`src/rtl/dac_spi_master.sv`:
```
// SPI mode 0, MSB-first serialiser for one DAC sample per chip-select frame.
// Samples arrive over valid/ready; SCLK rate and inter-frame gap are parameters.
module dac_spi_master #(
  parameter int DATA_W   = 16,
  parameter int CLK_DIV  = 4,
  parameter int IDLE_GAP = 2
) (
  input  logic              clk,
  input  logic              rst_n,
  input  logic              en,
  input  logic [DATA_W-1:0] s_data,
  input  logic              s_valid,
  output logic              s_ready,
  output logic              dac_mosi,
  output logic              dac_sclk,
  output logic              dac_cs_n,
  output logic              busy,
  output logic              frame_done
);

  localparam logic [2:0] S_IDLE  = 3'd0;
  localparam logic [2:0] S_SETUP = 3'd1;
  localparam logic [2:0] S_SHIFT = 3'd2;
  localparam logic [2:0] S_HOLD  = 3'd3;
  localparam logic [2:0] S_GAP   = 3'd4;

  localparam int DIV_W = (CLK_DIV > 1) ? $clog2(CLK_DIV) : 1;
  localparam int BIT_W = $clog2(DATA_W);
  localparam int GAP_W = (IDLE_GAP > 1) ? $clog2(IDLE_GAP) : 1;

  localparam logic [DIV_W-1:0] DIV_LAST = DIV_W'(CLK_DIV - 1);
  localparam logic [BIT_W-1:0] BIT_LAST = BIT_W'(DATA_W - 1);
  localparam logic [GAP_W-1:0] GAP_LAST = GAP_W'(IDLE_GAP - 1);

  logic [2:0]        state_q, state_d;
  logic [DIV_W-1:0]  div_q, div_d;
  logic [BIT_W-1:0]  bit_q, bit_d;
  logic [GAP_W-1:0]  gap_q, gap_d;
  // Holds the bits still to be sent; the bit on the wire lives in mosi_q.
  logic [DATA_W-2:0] sh_q, sh_d;
  logic              mosi_q, mosi_d;
  logic              sclk_q, sclk_d;
  logic              cs_n_q, cs_n_d;
  logic              busy_q, busy_d;
  logic              done_q, done_d;
  logic              div_end;

  assign s_ready = rst_n && (state_q == S_IDLE) && en;
  assign div_end = (div_q == DIV_LAST);

  always_comb begin
    state_d = state_q;
    div_d   = div_q;
    bit_d   = bit_q;
    gap_d   = gap_q;
    sh_d    = sh_q;
    mosi_d  = mosi_q;
    sclk_d  = sclk_q;
    cs_n_d  = cs_n_q;
    done_d  = 1'b0;
    case (state_q)
      S_IDLE: begin
        if (s_valid && s_ready) begin
          state_d = S_SETUP;
          sh_d    = s_data[DATA_W-2:0];
          mosi_d  = s_data[DATA_W-1];
          cs_n_d  = 1'b0;
          div_d   = '0;
          bit_d   = '0;
        end
      end
      S_SETUP: begin
        if (div_end) begin
          div_d   = '0;
          sclk_d  = 1'b1;
          state_d = S_SHIFT;
        end else begin
          div_d = div_q + 1'b1;
        end
      end
      S_SHIFT: begin
        if (!div_end) begin
          div_d = div_q + 1'b1;
        end else begin
          div_d = '0;
          if (sclk_q) begin
            // Falling edge: present the next bit; bit 0 stays on the wire through HOLD.
            sclk_d = 1'b0;
            if (bit_q != BIT_LAST) begin
              mosi_d = sh_q[DATA_W-2];
              sh_d   = sh_q << 1;
            end
          end else if (bit_q == BIT_LAST) begin
            state_d = S_HOLD;
          end else begin
            bit_d  = bit_q + 1'b1;
            sclk_d = 1'b1;
          end
        end
      end
      S_HOLD: begin
        if (div_end) begin
          div_d   = '0;
          gap_d   = '0;
          cs_n_d  = 1'b1;
          mosi_d  = 1'b0;
          done_d  = 1'b1;
          state_d = S_GAP;
        end else begin
          div_d = div_q + 1'b1;
        end
      end
      S_GAP: begin
        if (gap_q == GAP_LAST) begin
          bit_d   = '0;
          state_d = S_IDLE;
        end else begin
          gap_d = gap_q + 1'b1;
        end
      end
      default: state_d = S_IDLE;
    endcase
    busy_d = (state_d != S_IDLE);
  end

  always_ff @(posedge clk or negedge rst_n) begin
    if (!rst_n) begin
      state_q <= S_IDLE;
      div_q   <= '0;
      bit_q   <= '0;
      gap_q   <= '0;
      sh_q    <= '0;
      mosi_q  <= 1'b0;
      sclk_q  <= 1'b0;
      cs_n_q  <= 1'b1;
      busy_q  <= 1'b0;
      done_q  <= 1'b0;
    end else begin
      state_q <= state_d;
      div_q   <= div_d;
      bit_q   <= bit_d;
      gap_q   <= gap_d;
      sh_q    <= sh_d;
      mosi_q  <= mosi_d;
      sclk_q  <= sclk_d;
      cs_n_q  <= cs_n_d;
      busy_q  <= busy_d;
      done_q  <= done_d;
    end
  end

  assign dac_mosi   = mosi_q;
  assign dac_sclk   = sclk_q;
  assign dac_cs_n   = cs_n_q;
  assign busy       = busy_q;
  assign frame_done = done_q;

endmodule

```
`config.mk`:
```
export PLATFORM = sky130hd
export DESIGN_NAME = dac_spi_master
export DESIGN_NICKNAME = d
export VERILOG_FILES = /design/src/rtl/dac_spi_master.sv
export SDC_FILE = /design/constraint.sdc
export NUM_CORES = 1
export LEC_CHECK = 0
export ABC_AREA = 1
export CAP_MARGIN = 20
export CORE_ASPECT_RATIO = 0.6
export CORE_MARGIN = 2
export CORE_UTILIZATION = 57
export DETAILED_ROUTE_END_ITERATION = 6
export GPL_ROUTABILITY_DRIVEN = 0
export PLACE_DENSITY_LB_ADDON = 0.08
export SYNTH_ARGS = -nofsm -noshare
export SYNTH_HDL_FRONTEND = slang
export SYNTH_SLANG_ARGS = --single-unit
```
`constraint.sdc`:
```
create_clock -name clk -period 2.04 [get_ports clk]
set_input_delay 0.51 -clock clk [delete_from_list [all_inputs] [get_ports clk]]
set_output_delay 0.51 -clock clk [all_outputs]
set_load 0.03 [all_outputs]
```
* Word level (Yosys, flattened, before mapping)
Cells that the tools add are included.
** Storage, ports and cells
- Bits in writable memories :: 0
- Latch bits :: 0
- Memories kept :: 0
- Word-level logic and storage cells :: 88
- Bits of input ports :: 20
- Register bits :: 30
- Memory bits (read-only) :: 0
** Operators by class
- Shift-type cells :: 0
- Equality and inequality tests :: 16
- Magnitude comparators :: 0
- Add/sub/neg operators :: 3
- Multiply operators :: 0
- Mux-type cells :: 39
- Divide/modulo/power cells :: 0
- Bitwise operators :: 0
- Reductions and logical operators :: 20
** Operators by type and width (count)
- 15-bit two-way mux :: 4
- 15-bit one-hot mux with 2 select lines :: 1
- 3-bit two-way mux :: 7
- 4-bit two-way mux :: 5
- 2-bit != test, second input constant :: 8
- 3-bit one-hot mux with 5 select lines :: 1
- 1-bit two-way mux :: 13
- 4-bit one-hot mux with 3 select lines :: 1
- 6-bit AND reduction :: 2
- 2-bit nonzero test :: 5
- 3-bit nonzero test :: 3
- 3-bit by 2-bit equality test with 1-bit output, second input constant :: 2
- 1-bit one-hot mux with 2 select lines :: 3
- 3-bit AND reduction :: 2
- 5-bit AND reduction :: 1
- 4-bit by 1-bit adder with 4-bit output, second input constant :: 1
- 4-bit equality test, second input constant :: 1
- 2-bit two-way mux :: 2
- 4-bit != test, second input constant :: 1
- 2-bit one-hot mux with 2 select lines :: 1
- 2-bit AND reduction :: 2
- 3-bit by 1-bit equality test with 1-bit output, second input constant :: 1
- 3-bit equality test, second input constant :: 1
- 1-bit logical AND :: 3
- 7 further kinds :: 7

* Depth between registers and ports, before layout
- Depth in word-level cells :: 7
- Depth in mapped cells :: 10

* Least setup slack after synthesis
No wires, ideal clock.
- Path type :: register to output
- From :: reg state_q[1]
- To :: out s_ready
- Setup slack :: 378 ps
- Data arrival time :: 1152 ps
- Data required time :: 1530 ps
- Path buffers :: 0
- Cell stages (with the launch flop) :: 4
- Cells stage by stage :: dfrtp_1 > nor2_1 > nand2_2 > nor2_1
** On the way
- Longest elaborated chain between the ends :: 3
** Ends and longest elaborated chain
- from (decl) :: RTL line 35 : logic [2:0] state_q, state_d;
- from (signal assigned) :: RTL line 139 : state_q <= state_d;
- 3-bit logical NOT :: RTL line 48 : assign s_ready = rst_n && (state_q == S_IDLE) && en;
- 1-bit logical AND (2 in a row) :: RTL line 48
- to (decl) :: RTL line 13 : output logic s_ready,
No other way between the ends.

* Worst setup path after layout
- From :: reg cs_n_q (netlist: dac_cs_n)
- To :: out dac_cs_n
** RTL lines
- from (decl) :: RTL line 43 : logic cs_n_q, cs_n_d;
- from (signal assigned) :: RTL line 146 : cs_n_q <= cs_n_d;
- to (decl) :: RTL line 16 : output logic dac_cs_n,
No word-level cell between the ends.

==> impl_metrics.prom <==
# TYPE chip_impl_metric gauge
chip_impl_metric{name="drtAntennaViolNets",unit=""} 0
chip_impl_metric{name="worst_skew_late_latency",unit="ps"} 290
chip_impl_metric{name="utilization",unit=""} 0.751
chip_impl_metric{name="drt_iter0_drc",unit=""} 87
chip_impl_metric{name="maxCapViolations",unit=""} 0
chip_impl_metric{name="maxClockFrequency",unit="MHz"} 502
chip_impl_metric{name="drc",unit=""} 0
chip_impl_metric{name="dp_hpwl",unit="mm"} 2.72
chip_impl_info{name="cts_root_buffer_type",value="sky130_fd_sc_hd__clkbuf_8"} 1
chip_impl_info{name="synth_ff_type",value="sky130_fd_sc_hd__dfrtp_1"} 1
chip_impl_info{name="dominant_cell_type_by_area_after_synthesis",value="sky130_fd_sc_hd__dfrtp_1"} 1
chip_impl_metric{name="cp_data_arrival_time",unit="ps"} 1480
chip_impl_metric{name="cts-buffers-inserted",unit=""} 5
chip_impl_metric{name="post_synthesis_instance_total",unit=""} 199
chip_impl_metric{name="fin_crit_sh",unit=""} 0.977
chip_impl_metric{name="area_growth_syn_to_layout",unit="%"} 26.3
chip_impl_metric{name="worst-path-buf-inv",unit=""} 1
chip_impl_metric{name="tritoncts_num_sinks",unit=""} 30
chip_impl_metric{name="actual_slew_at_the_worst_max_slew_pin",unit="ps"} 393
chip_impl_metric{name="firstDrtPassIters",unit=""} 4
chip_impl_metric{name="timing.critical_path.required",unit="ps"} 1530
chip_impl_metric{name="grt_overflow",unit=""} 0
chip_impl_metric{name="wirelength",unit="mm"} 4.01
chip_impl_metric{name="yosysWarnings",unit=""} 0
chip_impl_metric{name="core_area",unit="sq um"} 2830
chip_impl_metric{name="grt_antenna_before_repair",unit=""} 0
chip_impl_metric{name="avg_cell_area_syn",unit="sq um"} 8.46
chip_impl_info{name="cts_tree",value="done"} 1
chip_impl_metric{name="setup-violations-final",unit=""} 0
chip_impl_metric{name="placed_area",unit="sq um"} 1980
chip_impl_metric{name="clk_pin_slew",unit="ps"} 70
chip_impl_metric{name="post-cts-setup-buffers",unit=""} 0
chip_impl_metric{name="design.die.area",unit="sq um"} 3420
chip_impl_metric{name="io_buffer_count",unit=""} 25
chip_impl_metric{name="antenna_cells_inserted",unit=""} 0
chip_impl_metric{name="cts-resized-gates",unit=""} 0
chip_impl_metric{name="postSynth.asyncResetShare",unit=""} 1.00
chip_impl_metric{name="fin_setup_tns",unit="ps"} 0
chip_impl_metric{name="largest_net_degree_at_the_start_of_global_routing",unit=""} 31
chip_impl_metric{name="place_worst_setup_slack",unit="ps"} 64.8
chip_impl_metric{name="h-tree-depth",unit=""} 2
chip_impl_metric{name="post_route_cell_area",unit="sq um"} 2130
chip_impl_metric{name="vias_per_cell",unit=""} 5.47
chip_impl_metric{name="synth_area",unit="sq um"} 1680
chip_impl_metric{name="power_density",unit="nW/um^2"} 658
chip_impl_info{name="rsz0062_at_grt",value="false"} 1
chip_impl_info{name="ys_top_cells_by_area",value="sky130_fd_sc_hd__dfrtp_1 43%, sky130_fd_sc_hd__o21ai_2 7.8%, sky130_fd_sc_hd__nand2_1 7.1%, sky130_fd_sc_hd__nand2_2 7.1%, sky130_fd_sc_hd__o21ai_0 5.9%"} 1
chip_impl_metric{name="postCtsHoldBufs",unit=""} 0
chip_impl_metric{name="vdd_drop_max",unit="V"} 0.000679
chip_impl_metric{name="crit_path_max_incr_delay",unit="ps"} 670
chip_impl_info{name="critical_path_launch_point_type",value="flip-flop"} 1
chip_impl_metric{name="top_level_ports",unit=""} 26
chip_impl_metric{name="maximum_fanout_encountered_on_the_critical_timing_path",unit=""} 2
chip_impl_metric{name="ctsLongestPathBuffers",unit=""} 2
chip_impl_metric{name="post_synth_num_cell_types",unit=""} 27
chip_impl_metric{name="layout_cell_share_with_drive_strength_beyond_1",unit=""} 0.294
chip_impl_metric{name="total_via_count_after_detailed_routing",unit=""} 1494
chip_impl_metric{name="max-slew-margin-rel",unit=""} 0.738
chip_impl_metric{name="initial_util",unit=""} 0.594
chip_impl_metric{name="post_route_clock_skew",unit="ps"} 9.52
chip_impl_metric{name="synth_sequential_area_ratio",unit=""} 0.447
chip_impl_metric{name="post-route-worst-setup-slack",unit="ps"} 46.5
chip_impl_metric{name="cellLeakagePower",unit="nW"} 1.04
chip_impl_metric{name="timing.final.crit_period",unit="ps"} 1990
chip_impl_metric{name="yosys_register_bits",unit=""} 30
chip_impl_metric{name="synthDominantCellAreaShare",unit=""} 0.431
chip_impl_metric{name="wl_per_cell",unit="microns"} 14.7
chip_impl_info{name="crit_family",value="buffers and inverters"} 1
chip_impl_metric{name="placementRows",unit=""} 15
chip_impl_metric{name="number_of_synthesized_flops_with_an_enable_pin",unit=""} 0
chip_impl_metric{name="floorplan.die.width",unit="microns"} 74.2
chip_impl_info{name="hold_path.class",value="reg2reg"} 1
chip_impl_metric{name="first_global_vias",unit=""} 1401
chip_impl_metric{name="global_route_wire_length_before_repair",unit="mm"} 6.40
chip_impl_info{name="status",value="finished, final reports clean"} 1
chip_impl_info{name="criticalPathCategory",value="reg2out"} 1
chip_impl_metric{name="globalRouteTotalUtil",unit=""} 0.262
chip_impl_info{name="critical_path.cell_chain",value="clkdlybuf4s50_1"} 1
chip_impl_metric{name="pins_over_their_slew_limit",unit=""} 0
chip_impl_metric{name="final-hold-violation-count",unit=""} 0
chip_impl_metric{name="final_stage_net_count",unit=""} 252
chip_impl_metric{name="die_h",unit="microns"} 46.1
chip_impl_info{name="endpoint_class_of_the_critical_path",value="output port"} 1
chip_impl_metric{name="syn_nets",unit=""} 221
chip_impl_info{name="cp_slowest_cell",value="sky130_fd_sc_hd__clkdlybuf4s50_1"} 1
placed cells by master, fill, tap and decap left out:
cell type and n:
sky130_fd_sc_hd__o22ai_1 1, sky130_fd_sc_hd__o21ai_2 15, sky130_fd_sc_hd__nand2_2 19, sky130_fd_sc_hd__inv_2 2, sky130_fd_sc_hd__bufinv_16 2, sky130_fd_sc_hd__or2_1 1
sky130_fd_sc_hd__xnor2_1 1, sky130_fd_sc_hd__clkdlybuf4s50_1 24, sky130_fd_sc_hd__nand3_2 1, sky130_fd_sc_hd__nor3_1 1, sky130_fd_sc_hd__nor2_2 1, sky130_fd_sc_hd__nand2_1 32
sky130_fd_sc_hd__nand4_1 5, sky130_fd_sc_hd__clkbuf_8 6, sky130_fd_sc_hd__o211ai_1 1, sky130_fd_sc_hd__dfstp_2 1, sky130_fd_sc_hd__inv_1 14, sky130_fd_sc_hd__ha_1 2
sky130_fd_sc_hd__dfrtp_1 29, sky130_fd_sc_hd__a21oi_1 2, sky130_fd_sc_hd__nor2_1 18, sky130_fd_sc_hd__o21ai_0 20, sky130_fd_sc_hd__buf_12 1, sky130_fd_sc_hd__or2_2 13
sky130_fd_sc_hd__o21ai_1 1, sky130_fd_sc_hd__buf_4 6, sky130_fd_sc_hd__nand3_1 10, sky130_fd_sc_hd__o21ai_4 1, sky130_fd_sc_hd__o31ai_1 1
final cells by class:
type                       count  area, sq um
multi-input combinational    146          815
clock buffer                   6         82.6
tap                           42         52.6
clock inverter                 2         60.1
fill                         204          707
timing repair buffer          31          305
sequential                    30          752
inverter                      16         60.1
sequential cells by signal, summed over array words and instances, names as in the netlist:
| signal | cells |
|---|---|
| bit_q | 4 |
| dac_cs_n | 1 |
| busy | 1 |
| state_q | 3 |
| dac_sclk | 1 |
| div_q | 2 |
| sh_q | 15 |
| frame_done | 1 |
| gap_q | 1 |
| dac_mosi | 1 |
where the power goes:
part	leakage [nW]	switching [mW]	internal, mW
sequential	0.390	0	0.595
combinational	0.573	0.0192	0.0331
clock	0.0714	0.233	0.521
total	1.04	0.252	1.15
worst paths after layout:
path / from / to / slack (ps) / cells past startpoint
min in group asynchronous: rst_n / sh_q[14] / 650 / 2
setup / recovery: dac_cs_n / dac_cs_n / 50 / 1
setup reg to reg: bit_q[0] / sh_q[6] / 310 / 10
hold reg to reg: sh_q[4] / sh_q[4] / 490 / 2
max in group asynchronous: rst_n / dac_cs_n / 1070 / 2
hold / removal: sh_q[4] / sh_q[4] / 490 / 2
cells in the mapped netlist, types with 2 or more instances:
cell type and count:
sky130_fd_sc_hd__a21oi_1 2, sky130_fd_sc_hd__buf_6 4, sky130_fd_sc_hd__clkbuf_1 2, sky130_fd_sc_hd__dfrtp_1 29
sky130_fd_sc_hd__ha_1 2, sky130_fd_sc_hd__inv_1 14, sky130_fd_sc_hd__inv_2 2, sky130_fd_sc_hd__nand2_1 32
sky130_fd_sc_hd__nand2_2 19, sky130_fd_sc_hd__nand3_1 10, sky130_fd_sc_hd__nand4_1 5, sky130_fd_sc_hd__nor2_1 18
sky130_fd_sc_hd__o21ai_0 20, sky130_fd_sc_hd__o21ai_2 15, sky130_fd_sc_hd__or2_2 13
per-stage QoR:
step / power (mW) / hold slack (ps) / cells
after floorplan: 0.609 / 214 / 199
after global placement: 0.658 / 459 / 265
after detailed placement: 0.659 / 468 / 265
after CTS: 1.41 / 489 / 273
after global routing: 1.44 / 505 / 273
final: 1.40 / 487 / 273
cell families after synthesis:
group / after synthesis / synth area share
fa+ha+maj: 2 / 0.0149
simple gates: 101 / 0.295
xor+xnor: 1 / 0.00520
flops: 30 / 0.447
buf+inv: 23 / 0.0698
compound gates: 42 / 0.169
routing by layer:
metal	GRT usage	share of wire
met2	0.413	0.48
met5	0	0
met3	0.107	0.071
met1	0.326	0.43
met4	0.105	0.020
(Power assumes the default switching activity.)
